$ cat src/rtl/mem_access_stage_if.sv
// mem_access_stage_if
//   Request/acknowledge bus between the MEM pipeline stage and the data memory.
//   Signal names carry the stage's point of view (_o driven by the stage,
//   _i driven by the memory).
//   mem_req_o   : request, held until acknowledged
//   mem_we_o    : 1 = write, 0 = read
//   mem_addr_o  : word-aligned byte address
//   mem_wdata_o : store data
//   mem_ack_i   : access complete; mem_rdata_i valid this cycle for reads
//   mem_rdata_i : load data
//   modport master : pipeline stage side
//   modport slave  : memory side
interface mem_access_stage_if;
  logic        mem_req_o;
  logic        mem_we_o;
  logic [31:0] mem_addr_o;
  logic [31:0] mem_wdata_o;
  logic        mem_ack_i;
  logic [31:0] mem_rdata_i;

  modport master (
    output mem_req_o, mem_we_o, mem_addr_o, mem_wdata_o,
    input  mem_ack_i, mem_rdata_i
  );

  modport slave (
    input  mem_req_o, mem_we_o, mem_addr_o, mem_wdata_o,
    output mem_ack_i, mem_rdata_i
  );
endinterface

$ cat src/rtl/mem_access_stage.sv
// mem_access_stage
//   Memory-access stage of the 5-stage pipeline. Turns a MEM-stage load/store
//   into a req/ack transaction with a variable-latency data memory, stalls the
//   upstream pipeline until it completes, and presents write-back control,
//   load data, ALU result and destination register to MEM/WB. Misaligned and
//   timed-out accesses are squashed into bubbles and raise a sticky error.
//
//   Parameter TIMEOUT : max REQ cycles waiting for an ack (>= 2)
//   clk_i, rst_i      : clock, asynchronous active-high reset
//   valid_i, M_i      : valid instruction, {MemRead, MemWrite}
//   WB_i, addr_i      : write-back control, ALU result / byte address
//   wdata_i, RDaddr_i : store data, destination register
//   mem               : data-memory bus (master side)
//   stall_o           : freeze PC, IF/ID, ID/EX, EX/MEM this cycle
//   WB_o, data1_o     : write-back control (0 = bubble), load data
//   data2_o, RDaddr_o : ALU result, destination register
//   err_o             : sticky misaligned/timeout error
module mem_access_stage #(
  parameter int unsigned TIMEOUT = 16
) (
  input  logic                       clk_i,
  input  logic                       rst_i,
  input  logic                       valid_i,
  input  logic [1:0]                 M_i,
  input  logic [1:0]                 WB_i,
  input  logic [31:0]                addr_i,
  input  logic [31:0]                wdata_i,
  input  logic [4:0]                 RDaddr_i,
  mem_access_stage_if.master         mem,
  output logic                       stall_o,
  output logic [1:0]                 WB_o,
  output logic [31:0]                data1_o,
  output logic [31:0]                data2_o,
  output logic [4:0]                 RDaddr_o,
  output logic                       err_o
);

  localparam int unsigned CW = (TIMEOUT > 2) ? $clog2(TIMEOUT) : 1;
  localparam logic [CW-1:0] CNT_LAST = CW'(TIMEOUT - 1);

  typedef enum logic [1:0] {
    S_IDLE,
    S_REQ,
    S_DONE
  } state_t;

  state_t        state_q, state_d;
  logic [CW-1:0] count_q, count_d;
  logic          abort_q, abort_d;
  logic [31:0]   rdata_q, rdata_d;
  logic          err_q,   err_d;
  logic [31:2]   addr_q,  addr_d;
  logic [31:0]   wdata_q, wdata_d;
  logic          we_q,    we_d;

  logic access;
  logic misaligned;

  // MemWrite wins when both control bits are set, so we is simply M_i[0].
  assign access     = valid_i & (M_i[1] | M_i[0]);
  assign misaligned = access & (addr_i[1:0] != 2'b00);

  always_ff @(posedge clk_i or posedge rst_i) begin
    if (rst_i) begin
      state_q <= S_IDLE;
      count_q <= '0;
      abort_q <= 1'b0;
      rdata_q <= '0;
      err_q   <= 1'b0;
      addr_q  <= '0;
      wdata_q <= '0;
      we_q    <= 1'b0;
    end else begin
      state_q <= state_d;
      count_q <= count_d;
      abort_q <= abort_d;
      rdata_q <= rdata_d;
      err_q   <= err_d;
      addr_q  <= addr_d;
      wdata_q <= wdata_d;
      we_q    <= we_d;
    end
  end

  always_comb begin
    state_d         = state_q;
    count_d         = count_q;
    abort_d         = abort_q;
    rdata_d         = rdata_q;
    err_d           = err_q;
    addr_d          = addr_q;
    wdata_d         = wdata_q;
    we_d            = we_q;

    stall_o         = 1'b0;
    WB_o            = '0;
    data1_o         = '0;
    data2_o         = addr_i;
    RDaddr_o        = RDaddr_i;
    mem.mem_req_o   = 1'b0;
    mem.mem_we_o    = 1'b0;
    mem.mem_addr_o  = '0;
    mem.mem_wdata_o = '0;

    unique case (state_q)
      S_IDLE: begin
        stall_o = access;
        if (!access) begin
          WB_o = WB_i;
        end else if (misaligned) begin
          abort_d = 1'b1;
          err_d   = 1'b1;
          state_d = S_DONE;
        end else begin
          addr_d  = addr_i[31:2];
          wdata_d = wdata_i;
          we_d    = M_i[0];
          count_d = '0;
          state_d = S_REQ;
        end
      end

      S_REQ: begin
        stall_o         = 1'b1;
        mem.mem_req_o   = 1'b1;
        mem.mem_we_o    = we_q;
        mem.mem_addr_o  = {addr_q, 2'b00};
        mem.mem_wdata_o = wdata_q;
        // An ack in the final counted cycle takes priority over the timeout.
        if (mem.mem_ack_i) begin
          rdata_d = we_q ? '0 : mem.mem_rdata_i;
          abort_d = 1'b0;
          state_d = S_DONE;
        end else if (count_q == CNT_LAST) begin
          abort_d = 1'b1;
          err_d   = 1'b1;
          state_d = S_DONE;
        end else begin
          count_d = count_q + CW'(1);
        end
      end

      S_DONE: begin
        if (!abort_q) begin
          WB_o    = WB_i;
          data1_o = rdata_q;
        end
        state_d = S_IDLE;
      end

      default: state_d = S_IDLE;
    endcase
  end

  assign err_o = err_q;

endmodule

$ cat src/flat_wrapper.sv
// flat-port wrapper written by rule: the top's interface ports become plain ports
module mem_access_stage_flat 
#(
  parameter int unsigned TIMEOUT = 16
)
  (clk_i, rst_i, valid_i, M_i, WB_i, addr_i, wdata_i, RDaddr_i, stall_o, WB_o, data1_o, data2_o, RDaddr_o, err_o, mem_mem_req_o, mem_mem_we_o, mem_mem_addr_o, mem_mem_wdata_o, mem_mem_ack_i, mem_mem_rdata_i);
  mem_access_stage_if mem_i ();
  input  logic clk_i;
  input  logic rst_i;
  input  logic valid_i;
  input  logic [1:0] M_i;
  input  logic [1:0] WB_i;
  input  logic [31:0] addr_i;
  input  logic [31:0] wdata_i;
  input  logic [4:0] RDaddr_i;
  output logic stall_o;
  output logic [1:0] WB_o;
  output logic [31:0] data1_o;
  output logic [31:0] data2_o;
  output logic [4:0] RDaddr_o;
  output logic err_o;
  output wire logic [$bits(mem_i.mem_req_o)-1:0] mem_mem_req_o;
  output wire logic [$bits(mem_i.mem_we_o)-1:0] mem_mem_we_o;
  output wire logic [$bits(mem_i.mem_addr_o)-1:0] mem_mem_addr_o;
  output wire logic [$bits(mem_i.mem_wdata_o)-1:0] mem_mem_wdata_o;
  input wire logic [$bits(mem_i.mem_ack_i)-1:0] mem_mem_ack_i;
  input wire logic [$bits(mem_i.mem_rdata_i)-1:0] mem_mem_rdata_i;
  assign mem_mem_req_o = mem_i.mem_req_o;
  assign mem_mem_we_o = mem_i.mem_we_o;
  assign mem_mem_addr_o = mem_i.mem_addr_o;
  assign mem_mem_wdata_o = mem_i.mem_wdata_o;
  assign mem_i.mem_ack_i = mem_mem_ack_i;
  assign mem_i.mem_rdata_i = mem_mem_rdata_i;
  mem_access_stage #(.TIMEOUT(TIMEOUT)) u_core (.clk_i(clk_i), .rst_i(rst_i), .valid_i(valid_i), .M_i(M_i), .WB_i(WB_i), .addr_i(addr_i), .wdata_i(wdata_i), .RDaddr_i(RDaddr_i), .mem(mem_i), .stall_o(stall_o), .WB_o(WB_o), .data1_o(data1_o), .data2_o(data2_o), .RDaddr_o(RDaddr_o), .err_o(err_o));
endmodule
$ cat config.mk
export PLATFORM = sky130hd
export DESIGN_NAME = mem_access_stage_flat
export DESIGN_NICKNAME = d
export VERILOG_FILES = /design/src/rtl/mem_access_stage_if.sv /design/src/rtl/mem_access_stage.sv /design/src/flat_wrapper.sv
export SDC_FILE = /design/constraint.sdc
export NUM_CORES = 1
export LEC_CHECK = 0
export CORE_ASPECT_RATIO = 0.8
export CORE_MARGIN = 10
export CORE_UTILIZATION = 42
export CTS_CLUSTER_DIAMETER = 60
export DETAILED_ROUTE_END_ITERATION = 8
export DONT_BUFFER_PORTS = 1
export GPL_TIMING_DRIVEN = 1
export PLACE_DENSITY = 0.55
export SETUP_SLACK_MARGIN = 0.1
export SLEW_MARGIN = 20
export SYNTH_ARGS = -nofsm -noshare
export SYNTH_HDL_FRONTEND = slang
export SYNTH_SLANG_ARGS = --single-unit
$ cat constraint.sdc
create_clock -name clk_i -period 5.5 [get_ports clk_i]
set_input_delay 1.65 -clock clk_i [delete_from_list [all_inputs] [get_ports clk_i]]
set_output_delay 1.65 -clock clk_i [all_outputs]
set_load 0.005 [all_outputs]
==> out/metrics.cfg, run 1 <==
[drt]
dr.pass1.iters = 4
drc = 0
dr.first_iter.drc_count = 114
totalWireLength_um = 12030
ant_nets = 0
vias_per_cell = 5.024
vias = 2989
routedWlPerCell_um = 20.22

[sta]
setup_ws_ps = 1317
rsz0062_at_grt = no
tns_ps = 0
fmax_mhz = 239.1
relSlewSlack_pct = 37.63
setup_viol = 0
finClkSkew_ps = 7.575
min_period_over_period_pct = 76.06
worst_pin_slew_ps = 932.7
maxSlewViolCount = 0
hold_viol_final = 0
period_needed_ps = 4183

[setup_path]
path_class = in -> out
worstPathArrival_ps = 2530
r2r_slack_ps = 3150
critical_path_peak_fanout = 4
start_kind = input pin
required_ps = 3850
endpoint_kind = output port

[floorplanning]
rows = 36
chipHeight_um = 121.1
core-area_mm2 = 0.01234
pin_count = 248
die_w_um = 146.4
dieArea_mm2 = 0.01773
start_util_pct = 43.50

[synthesis]
ys.flop_type = dfrtp_1
yosysWarnings = 0
ys_types = 35
syn_inst = 469
synth-seq-cells = 103
netlist_area_mm2 = 0.005369
ys_seq_area_share_pct = 48.01
synth_edf_count = 0
synth_area_per_cell_um2 = 11.45
synthArstFlopShare_pct = 100.0

[placed_design]
port_buffers = 0
dp_hpwl_um = 8926
post_dp_cell_area_mm2 = 0.005146
dp_worst_setup_slack_ps = 1296
routabilityCongestion = 0.7335

[final_layout]
antennaDiodeCount = 0
area_growth_pct = 1.655
nNetsFinal = 529
fin_area_mm2 = 0.005458
drive_gt1_share_pct = 21.46
fill_cells = 1167

[cts]
worstSkewPairLatency_ps = 350
cts_buffers = 9
clkTransAtPathRegs_ps = 70
clkSinkCount = 103
cts_hold_buf = 0
cts_htree_levels = 3
cts_tree = built
postCtsSetupRepairBufs = 0
cts-root-buf = clkbuf_16
post_cts_resized = 0
cts_buffer_depth = 2

[global_route]
grt_overflow = 0
grt_max_degree = 73
grt_antenna_before_repair = 0
grt_pass1_wl_um = 18750
grt.total_usage_pct = 13.37
first_global_vias = 3150

[power_and_ir_drop]
p_leak_nw = 2.619
worst_ir_drop_vdd_uv = 225.9
p_per_area_mw_per_mm2 = 418.4

[status]
status = finished, final reports clean

[hold_path]
min_path_type = reg -> reg

[flow_run]
drv_cap = 0

final timing paths:
path	startpoint	to	cells past startpoint
worst min register to register	u_core.rdata_q[25]	u_core.rdata_q[25]	2
worst max-delay path	M_i[0]	WB_o[0]	3
max in group asynchronous	rst_i	u_core.rdata_q[11]	2
worst max register to register	u_core.state_q[1]	u_core.addr_q[21]	4
min in group asynchronous	rst_i	u_core.rdata_q[25]	1
worst min-delay path	u_core.rdata_q[25]	u_core.rdata_q[25]	2
critical path: stages:
cell and delay [ps]:
o21ai_0 420, o211ai_1 260, nor2_1 200
power breakdown:
group	total (W)	internal, W	switching, W
Combinational	0.000465	0.000295	0.000170
Clock	0.000658	0.000391	0.000267
Sequential	0.00116	0.00101	0.000150
routing by layer:
| layer | global-route usage, % | share of wire [%] | up-vias |
|---|---|---|---|
| met2 | 19.78 | 45 | 156 |
| li1 | - | - | 1376 |
| met3 | 7.417 | 11 | 7 |
| met5 | 0 | 0 | - |
| met4 | 3.308 | 0.58 | 0 |
| met1 | 16.64 | 44 | 1450 |
area by class of cell:
type / count / area, um^2 / area share, %
clock inverters: 2 / 37.54 / 0.6878
well taps: 171 / 214.0 / 3.920
repair buffers: 6 / 57.56 / 1.055
multi-input cells: 291 / 2265 / 41.49
flip-flops and latches: 103 / 2577 / 47.23
clock buffers: 14 / 274.0 / 5.021
inverters: 8 / 32.53 / 0.5961
cells by family after synthesis:
| kind of cell | share of synthesized area [%] |
|---|---|
| AND/OR/NAND/NOR | 18.99 |
| flip-flops | 48.01 |
| buffers and inverters | 10.16 |
| multiplexers | 17.78 |
| AO/OA/AOI/OAI | 4.754 |
| adder cells (fa/ha/maj) | 0.2330 |
| other | 0.06985 |
stage by stage:
step           total power (W)  utilization [%]  std cells  hold WS [ps]
6_report              0.002283            44.22        595         472.3
5_1_grt               0.002438            44.22        595         501.6
4_1_cts               0.002322            44.22        595         478.4
3_5_place_dp          0.001644            41.70        579         461.6
3_3_place_gp          0.001616            41.53        578         455.3
2_1_floorplan         0.001560                -        470         441.8
registers in the layout (all words and copies together) (netlist names):
register / cells
u_core.we_q: 1
u_core.count_q: 4
u_core.wdata_q: 32
u_core.state_q: 2
u_core.abort_q: 1
u_core.err_o: 1
u_core.rdata_q: 32
u_core.addr_q: 30
cell usage after synthesis, types with 2 or more instances:
cell type	instances	share of area, %
nor3_1	4	0.37
dfrtp_1	103	48
o21ai_0	35	3.3
a31oi_1	2	0.23
mux2i_1	2	0.37
mux2_4	60	17
inv_1	8	0.56
a21oi_1	2	0.19
nor2_1	2	0.14
mux2_2	3	0.63
buf_6	2	0.42
nand2b_1	33	3.8
buf_12	6	2.2
nor2b_1	2	0.23
buf_4	39	5.5
and2_1	95	11
clkbuf_1	20	1.4
nand2_1	34	2.4
layout by cell type, fill, tap and decap left out, types with 2 or more instances in the layout:
cell type	synthesis	routed
a21oi_1	2	2
a31oi_1	2	2
and2_1	95	95
buf_4	39	5
clkbuf_1	20	2
clkbuf_16	0	9
clkbuf_8	0	3
conb_1	1	2
dfrtp_1	103	103
inv_1	8	7
mux2_2	3	3
mux2_4	60	60
mux2i_1	2	2
nand2_1	34	34
nand2b_1	33	33
nor2_1	2	2
nor3_1	4	3
o21ai_0	35	35
Power figures use the tool's default switching activity.
==> inputs of run 2 (changes only) <==
clock period = 4.3 ns   (was 5.5 ns; I/O delays follow)
==> out/metrics.cfg, run 2 (synthesized netlist as in run 1, its figures left out) <==
[cts]
cts_buffers = 9  ; unchanged
worstSkewPairLatency_ps = 350  ; about the same
cts-root-buf = clkbuf_16
cts_hold_buf = 0  ; unchanged
post_cts_resized = 0  ; unchanged
cts_tree = built
clkTransAtPathRegs_ps = 70  ; about the same
postCtsSetupRepairBufs = 0  ; unchanged
clkSinkCount = 103  ; unchanged
cts_buffer_depth = 2  ; unchanged
cts_htree_levels = 3  ; unchanged

[hold_path]
hp-start = u_core.rdata_q[11]
min_path_type = reg -> reg
hold_depth = 2  ; unchanged
holdPathEnd = u_core.rdata_q[11]

[setup_path]
r2r_cells = 4  ; unchanged
required_ps = 3010  ; -840 ps
critical_path_peak_fanout = 17  ; +13
start_kind = flop
timing.rr.end = u_core.wdata_q[17]
endpoint_kind = output port
path_class = reg -> out
r2r_slack_ps = 2070  ; -1080 ps
worstPathArrival_ps = 2110  ; -420 ps
timing.rr.start = u_core.state_q[0]

[power_and_ir_drop]
worst_ir_drop_vdd_uv = 200.4  ; -11%
p_per_area_mw_per_mm2 = 524.4  ; +25%
p_leak_nw = 2.624  ; +0.17%

[final_layout]
drive_gt1_share_pct = 22.12  ; +0.66 points
antennaDiodeCount = 0  ; unchanged
final_util_pct = 44.17  ; -0.051 points
top_regs = u_core.rdata_q: 32 flops, u_core.wdata_q: 32 flops, u_core.addr_q: 30 flops
nNetsFinal = 530  ; +0.19%
area_growth_pct = 1.538
layout_common_cells = dfrtp_1, and2_1, mux2_4
mostFrequentLayoutCell = dfrtp_1

[global_route]
busiest_layer = met2
first_global_vias = 3183  ; +1.0%
grt_antenna_before_repair = 0  ; unchanged
grt_max_degree = 88  ; +21%
grt.total_usage_pct = 13.38  ; about the same
use_met1_pct = 16.25  ; -0.38 points
grt_pass1_wl_um = 18690  ; -0.33%
met3_usage_pct = 7.454  ; +0.037 points
grt_overflow = 0  ; unchanged
use_met2_pct = 20.06  ; +0.28 points

[placed_design]
routabilityCongestion = 0.7934  ; +8.2%
port_buffers = 0  ; unchanged
dp_hpwl_um = 8727  ; -2.2%

[sta]
fmax_mhz = 293.9
finClkSkew_ps = 7.855  ; +0.2796 ps
rsz0062_at_grt = no
min_period_over_period_pct = 79.12
tns_ps = 0  ; unchanged
whs_ps = 471.3  ; -1.001 ps
period_needed_ps = 3402
setup_viol = 0  ; unchanged
relSlewSlack_pct = 33.78  ; -3.9 points
hold_viol_final = 0  ; unchanged
maxSlewViolCount = 0  ; unchanged
worst_pin_slew_ps = 990.3  ; +57.64 ps

[drt]
dr.first_iter.drc_count = 112  ; -1.8%
drc = 0  ; unchanged
ant_nets = 0  ; unchanged
routedWlPerCell_um = 20.06  ; -0.79%
vias = 3010  ; +0.70%
vias_per_cell = 5.050  ; +0.53%
totalWireLength_um = 11960  ; -0.62%
dr.pass1.iters = 4  ; unchanged

[floorplanning]
dieArea_mm2 = 0.01773  ; unchanged
rows = 36  ; unchanged
die_w_um = 146.4  ; unchanged
core-area_mm2 = 0.01234  ; unchanged
chipHeight_um = 121.1  ; unchanged
start_util_pct = 43.50  ; unchanged
pin_count = 248  ; unchanged

[status]
status = finished, final reports clean

[flow_run]
drv_cap = 0  ; unchanged

-- run 2: changes by cell type in the layout (fill, tap and decap cells not counted), sizes merged --
cell / change
buf: +1
clkbuf: -4
bufinv: -1
clkinv: +3
inv: +2
-- run 2: how the worst max path moves through the flow --
stage	startpoint	end	slack, ps	cells after the start
2_1_floorplan	rst_i	u_core.abort_q	310	1
3_3_place_gp	M_i[0]	WB_o[1]	1060	4
3_5_place_dp	M_i[0]	WB_o[1]	1040	4
4_1_cts	u_core.state_q[1]	data1_o[11]	820	4
5_1_grt	u_core.state_q[1]	data1_o[11]	690	4
6_report	u_core.state_q[1]	data1_o[11]	900	4
-- run 2: final cells by class --
cell class,count,area (um^2)
fill,1206,6890
inverter,8,35.03
timing repair buffer,7,77.57
sequential,103,2577
tap,171,214.0
clock buffer,10,239.0
multi-input combinational,291,2265
clock inverter,6,43.79
-- run 2: worst max-delay path, cell delays in order (launching register included) --
cell	delay (ps)
dfrtp_1	520
inv_1	130
nor3_2	630
buf_4	300
and2_1	190
-- run 2: per-layer routing --
metal  wire, um  vias to the layer above
li1           -                     1383
met1       5150                     1453
met2       5401                      160
met3       1260                       14
met4        142                        0
met5          0                        -
-- run 2: per-stage QoR --
step / instances / power (W) / instance area (um^2) / setup WS (ps)
2_1_floorplan: 470 / 0.001996 / 5373 / 306.2
3_3_place_gp: 580 / 0.002077 / 5166 / 1060
6_report: 596 / 0.002859 / 5451 / 897.8
3_5_place_dp: 580 / 0.002104 / 5166 / 1038
5_1_grt: 596 / 0.003047 / 5451 / 688.6
4_1_cts: 596 / 0.002911 / 5449 / 824.2
-- run 2: power breakdown --
group | internal, W | total (W) | switching (W)
combinational | 0.000379 | 0.000594 | 0.000216
sequential | 0.00129 | 0.00149 | 0.000193
clock | 0.000412 | 0.000779 | 0.000368
